$ cat config.mk
export PLATFORM = sky130hd
export DESIGN_NAME = cpu_flag_unit
export DESIGN_NICKNAME = d
export VERILOG_FILES = /design/src/rtl/cpu_flag_unit.sv
export SDC_FILE = /design/constraint.sdc
export NUM_CORES = 1
export LEC_CHECK = 0
export ABC_AREA = 1
export CORE_UTILIZATION = 45
export CTS_CLUSTER_DIAMETER = 200
export DETAILED_ROUTE_END_ITERATION = 16
export GPL_TIMING_DRIVEN = 0
export PLACE_DENSITY = 0.76
export SLEW_MARGIN = 20
export SYNTH_ARGS = -nofsm -noshare
export SYNTH_HDL_FRONTEND = slang
export SYNTH_SLANG_ARGS = --single-unit
$ cat constraint.sdc
create_clock -name clk -period 2 [get_ports clk]
set_input_delay 0.4 -clock clk [delete_from_list [all_inputs] [get_ports clk]]
set_output_delay 0.4 -clock clk [all_outputs]
set_load 0.005 [all_outputs]
$ cat src/rtl/cpu_flag_unit.sv
// cpu_flag_unit: architectural flags register with forwarded branch resolution and a flags save stack
module cpu_flag_unit #(
  parameter int STACK_DEPTH = 4
) (
  input  logic       clk,
  input  logic       rst,
  input  logic       stall,
  input  logic       alu_valid,
  input  logic       OF_in,
  input  logic       CF_in,
  input  logic       ZF_in,
  input  logic       NF_in,
  input  logic       OF_en,
  input  logic       CF_en,
  input  logic       ZF_en,
  input  logic       NF_en,
  input  logic       cond_valid,
  input  logic [3:0] cond,
  input  logic       flags_push,
  input  logic       flags_pop,
  output logic [3:0] flags_out,
  output logic       taken_valid,
  output logic       cond_taken,
  output logic       cond_err,
  output logic       stack_full,
  output logic       stack_empty,
  output logic       stack_err
);
  localparam int PW = $clog2(STACK_DEPTH) + 1;
  localparam int IW = STACK_DEPTH > 1 ? $clog2(STACK_DEPTH) : 1;
  logic [3:0] flags_q, flags_d, fwd, en, upd;
  logic [3:0] stack_q [STACK_DEPTH];
  logic [3:0] stack_d [STACK_DEPTH];
  logic [PW-1:0] top_q, top_d, top_m1;
  logic taken_valid_q, taken_valid_d, cond_taken_q, cond_taken_d;
  logic cond_err_q, cond_err_d, stack_err_q, stack_err_d;
  logic push_ok, pop_ok, lt;
  logic [15:0] cv;
  assign en = {OF_en, CF_en, ZF_en, NF_en} & {4{alu_valid}};
  assign upd = {OF_in, CF_in, ZF_in, NF_in};
  assign fwd = (flags_q & ~en) | (upd & en);
  assign top_m1 = top_q - PW'(1);
  assign stack_full = top_q == PW'(STACK_DEPTH);
  assign stack_empty = top_q == '0;
  assign flags_out = flags_q;
  assign taken_valid = taken_valid_q;
  assign cond_taken = cond_taken_q;
  assign cond_err = cond_err_q;
  assign stack_err = stack_err_q;
  always_comb begin
    push_ok = !stall & flags_push & !flags_pop & !stack_full;
    pop_ok = !stall & flags_pop & !flags_push & !stack_empty;
    lt = fwd[0] ^ fwd[3];
    // one bit per condition code, indexed directly by cond; C..E read as not-taken
    cv = {1'b1, 3'b000, fwd[1] | lt, !fwd[1] & !lt, !fwd[3], fwd[3],
          !fwd[0], fwd[0], !fwd[2], fwd[2], !lt, lt, !fwd[1], fwd[1]};
    stack_d = stack_q;
    if (push_ok) stack_d[top_q[IW-1:0]] = flags_q;
    top_d = push_ok ? top_q + PW'(1) : pop_ok ? top_m1 : top_q;
    flags_d = stall ? flags_q : pop_ok ? stack_q[top_m1[IW-1:0]] : fwd;
    taken_valid_d = cond_valid & !stall;
    cond_taken_d = taken_valid_d ? cv[cond] : cond_taken_q;
    cond_err_d = taken_valid_d ? (cond >= 4'hC && cond <= 4'hE) : cond_err_q;
    stack_err_d = !stall & ((flags_push & flags_pop) | (flags_push & stack_full) |
                            (flags_pop & stack_empty));
  end
  always_ff @(posedge clk) begin
    if (rst) begin
      flags_q <= '0;
      stack_q <= '{default: '0};
      top_q <= '0;
      taken_valid_q <= 1'b0;
      cond_taken_q <= 1'b0;
      cond_err_q <= 1'b0;
      stack_err_q <= 1'b0;
    end else begin
      flags_q <= flags_d;
      stack_q <= stack_d;
      top_q <= top_d;
      taken_valid_q <= taken_valid_d;
      cond_taken_q <= cond_taken_d;
      cond_err_q <= cond_err_d;
      stack_err_q <= stack_err_d;
    end
  end
endmodule

==> impl_metrics.tcl <==
set metrics [dict create \
    power.density_nw_per_um2 557 \
    p_leak_nw 0.789 \
    h-tree-depth 1 \
    netlist_area_um2 1530 \
    fill_cells 302 \
    track_usage_pct 20.3 \
    gp_congestion 0.830 \
    cp_num_buf_inv 2 \
    fin_crit_ns 1.80 \
    port_buffers 27 \
    clock-sinks 27 \
    status "finished, final reports clean" \
    final_cell_mix "39 x nand2_1, 25 x o21ai_0, 25 x dfxtp_1, 25 x clkdlybuf4s50_1, 24 x inv_1" \
    slew_headroom_pct 55.7 \
    setup-violations-final 0 \
    synth-seq-cells 27 \
    mostFrequentLayoutCell "nand2_1" \
    multi_input_area_um2 865 \
    yosysSeqAreaShare_pct 35.2 \
    worst_pin_slew_ns 0.665 \
    wire_per_inst_um 11.8 \
    p_int_mw 0.755 \
    synth_cell_types 30 \
    crit_path_cell_trace "clkinv_4 -> ha_4 -> nand2_1 -> inv_2 -> nor3_2 -> nand2_1 -> nand2_2 -> nor2_1 -> a211oi_1 -> nor2_1" \
    cpPeakStageDelay_ns 0.40 \
    post-route-util_pct 61.2 \
    crit_fanout 11 \
    grt_antenna_before_repair 0 \
    insertion_delay_ns 0.32 \
    p_sw_mw 0.320 \
    routed_wirelength_mm 3.47 \
    drt-vias-per-instance 5.01 \
    synth_cells 216 \
    initial_core_util_pct 48.7 \
    worstHoldPathType "flip-flop to flip-flop" \
    path_clk_slew_ns 0.14 \
    grt_pass1_wl_mm 5.61 \
    grt_max_degree 15 \
    cts_tree "built" \
    holdWs_ns 0.468 \
    die_h_um 60.4 \
    pin_count 29 \
    p_seq_share_pct 53.1 \
    drc 0 \
    place_hpwl_mm 2.62 \
    cp.arrival_ns 2.00 \
    cts_root_buf "clkbuf_4" \
    grt-ovfl-total 0 \
    vias 1468 \
    cp-start-kind "flip-flop" \
    nets 274 \
    regArea_um2 546 \
    finalCritPeriodShare_pct 89.8 \
    antennaDiodeCount 0 \
    fp-row-count 20 \
    cpMaxStageDelayCell "dfxtp_4" \
    drtAntennaViolNets 0 \
    rsz0062_at_grt "false" \
    netSwitchingFraction_pct 29.8 \
    synth-adder-area-share_pct 4.08 \
    core_um2 3150 \
    fin_skew_ns 0.00652 \
    first_pass_iters 4 \
    synth_top_family_by_area "simple AND/OR/NAND/NOR gates" \
    cts_hold_buf 0 \
    critPathTopFamily "simple AND/OR/NAND/NOR gates" \
    synth_compound_gate_area_share_pct 23.3 \
    combPwrFrac_pct 25.0 \
    die-area_um2 3650 \
    vdd_drop_max_v 0.000564 \
    first_global_vias 1250 \
    hold_viol 0 \
    max-cap-violations 0 \
    synth_xor_area_share_pct 0 \
    numCtsBuffers 3 \
    drive_above_1_share_pct 14.1 \
    crit_type "flip-flop to flip-flop" \
    syn_avg_cell_area_um2 7.10 \
    synth-simple-area-share_pct 28.1 \
    areaGrowthSynthToFinish_pct 25.9 \
    clock_path_buffers 2 \
    synth_fp_nets 240 \
    total_power_mw 1.08 \
    drv_slew 0 \
    crit_required_ns 2.20 \
    pwr-share-clk_pct 21.9 \
    drtIter0Drc 45 \
    end_kind "flip-flop" \
    synthMuxAreaShare_pct 0 \
    synth_warnings 0 \
    max_freq_mhz 557 \
    die_x_um 60.4 \
]
==> cell type report <==
cell class                 count  area share [%]
sequential                    27            28.3
buffer                         5            1.56
clock buffer                   4            1.36
inverter                      29            6.16
tap                           44            2.85
multi-input combinational    155            44.8
timing repair buffer          29            15.0
==> flip-flops by register name, summed over array words and instances (netlist names) <==
name	flops
stack_q	16
flags_out	4
top_q	3
cond_err	1
cond_taken	1
stack_err	1
taken_valid	1
==> path summary, 6_finish.rpt <==
kind | from | end | slack, ns | cells past startpoint
max | top_q[0]$_SDFFE_PP0P_ | top_q[1]$_SDFFE_PP0P_ | 0.20 | 10
max reg2reg | top_q[0]$_SDFFE_PP0P_ | top_q[1]$_SDFFE_PP0P_ | 0.20 | 10
min | stack_q[11]$_SDFFE_PP0P_ | stack_q[11]$_SDFFE_PP0P_ | 0.47 | 2
min reg2reg | stack_q[11]$_SDFFE_PP0P_ | stack_q[11]$_SDFFE_PP0P_ | 0.47 | 2
==> layer usage <==
layer  track usage, %  routed length [um]  share of wire [%]
met5                0                   0                  0
met4             3.99                  21               0.61
met3             3.84                 132                3.8
met2             31.7                1550                 45
met1             29.1                1760                 51
==> per-stage QoR <==
step	worst slack, ns	cells	area (um2)	setup TNS, ns
final	0.205	293	1930	0
after global routing	0.135	293	1930	0
after CTS	0.00944	292	1910	0
after detailed placement	-0.226	287	1860	-1.35
after global placement	-0.202	287	1860	-0.764
after floorplan	0.180	216	1530	0
==> logic make-up (layout without fill, tap and decap cells) <==
| group | after synthesis | after routing |
|---|---|---|
| simple gates | 89 | 89 |
| compound gates | 61 | 61 |
| flops | 27 | 27 |
| buf+inv | 34 | 67 |
| fa+ha+maj | 5 | 5 |
==> power by group through the flow <==
stage | registers, mW | clock network, mW | logic (mW)
CTS | 0.571 | 0.235 | 0.266
detailed placement | 0.582 | 0 | 0.254
finish | 0.571 | 0.235 | 0.269
floorplan | 0.578 | 0 | 0.152
global placement | 0.581 | 0 | 0.252
global route | 0.574 | 0.258 | 0.298
==> tightest hold or removal path, stage by stage (launching register included) <==
cell and delay (ns):
dfxtp_1 0.32, inv_1 0.07, a21oi_2 0.05
==> synth_stat cells <==
cell type | n | area [um2]
a211oi_1 | 1 | 7.51
a21oi_1 | 18 | 90.1
a21oi_2 | 8 | 70.1
a22oi_1 | 1 | 7.51
buf_1 | 1 | 3.75
buf_4 | 1 | 7.51
buf_6 | 1 | 11.3
clkbuf_1 | 2 | 7.51
clkinv_1 | 1 | 3.75
dfxtp_1 | 27 | 541
ha_1 | 5 | 62.6
inv_1 | 25 | 93.8
inv_2 | 2 | 7.51
inv_4 | 1 | 6.26
nand2_1 | 39 | 146
nand2_2 | 3 | 18.8
nand2_4 | 1 | 11.3
nand2_8 | 1 | 20.0
nand3_1 | 22 | 110
nand3_4 | 1 | 17.5
nor2_1 | 17 | 63.8
nor2_4 | 2 | 22.5
nor3_1 | 1 | 5.00
nor3_2 | 1 | 10.0
o21ai_0 | 25 | 125
o21ai_1 | 2 | 10.0
o21ai_2 | 3 | 26.3
o221ai_1 | 1 | 8.76
o22ai_1 | 2 | 12.5
or2_1 | 1 | 6.26
==> what timing repair did <==
item	in CTS	in global routing
pin swaps	1	0
setup buffers	1	1
setup endpoints to repair	24	2
resized for setup	6	5
Power figures use the tool's default switching activity.
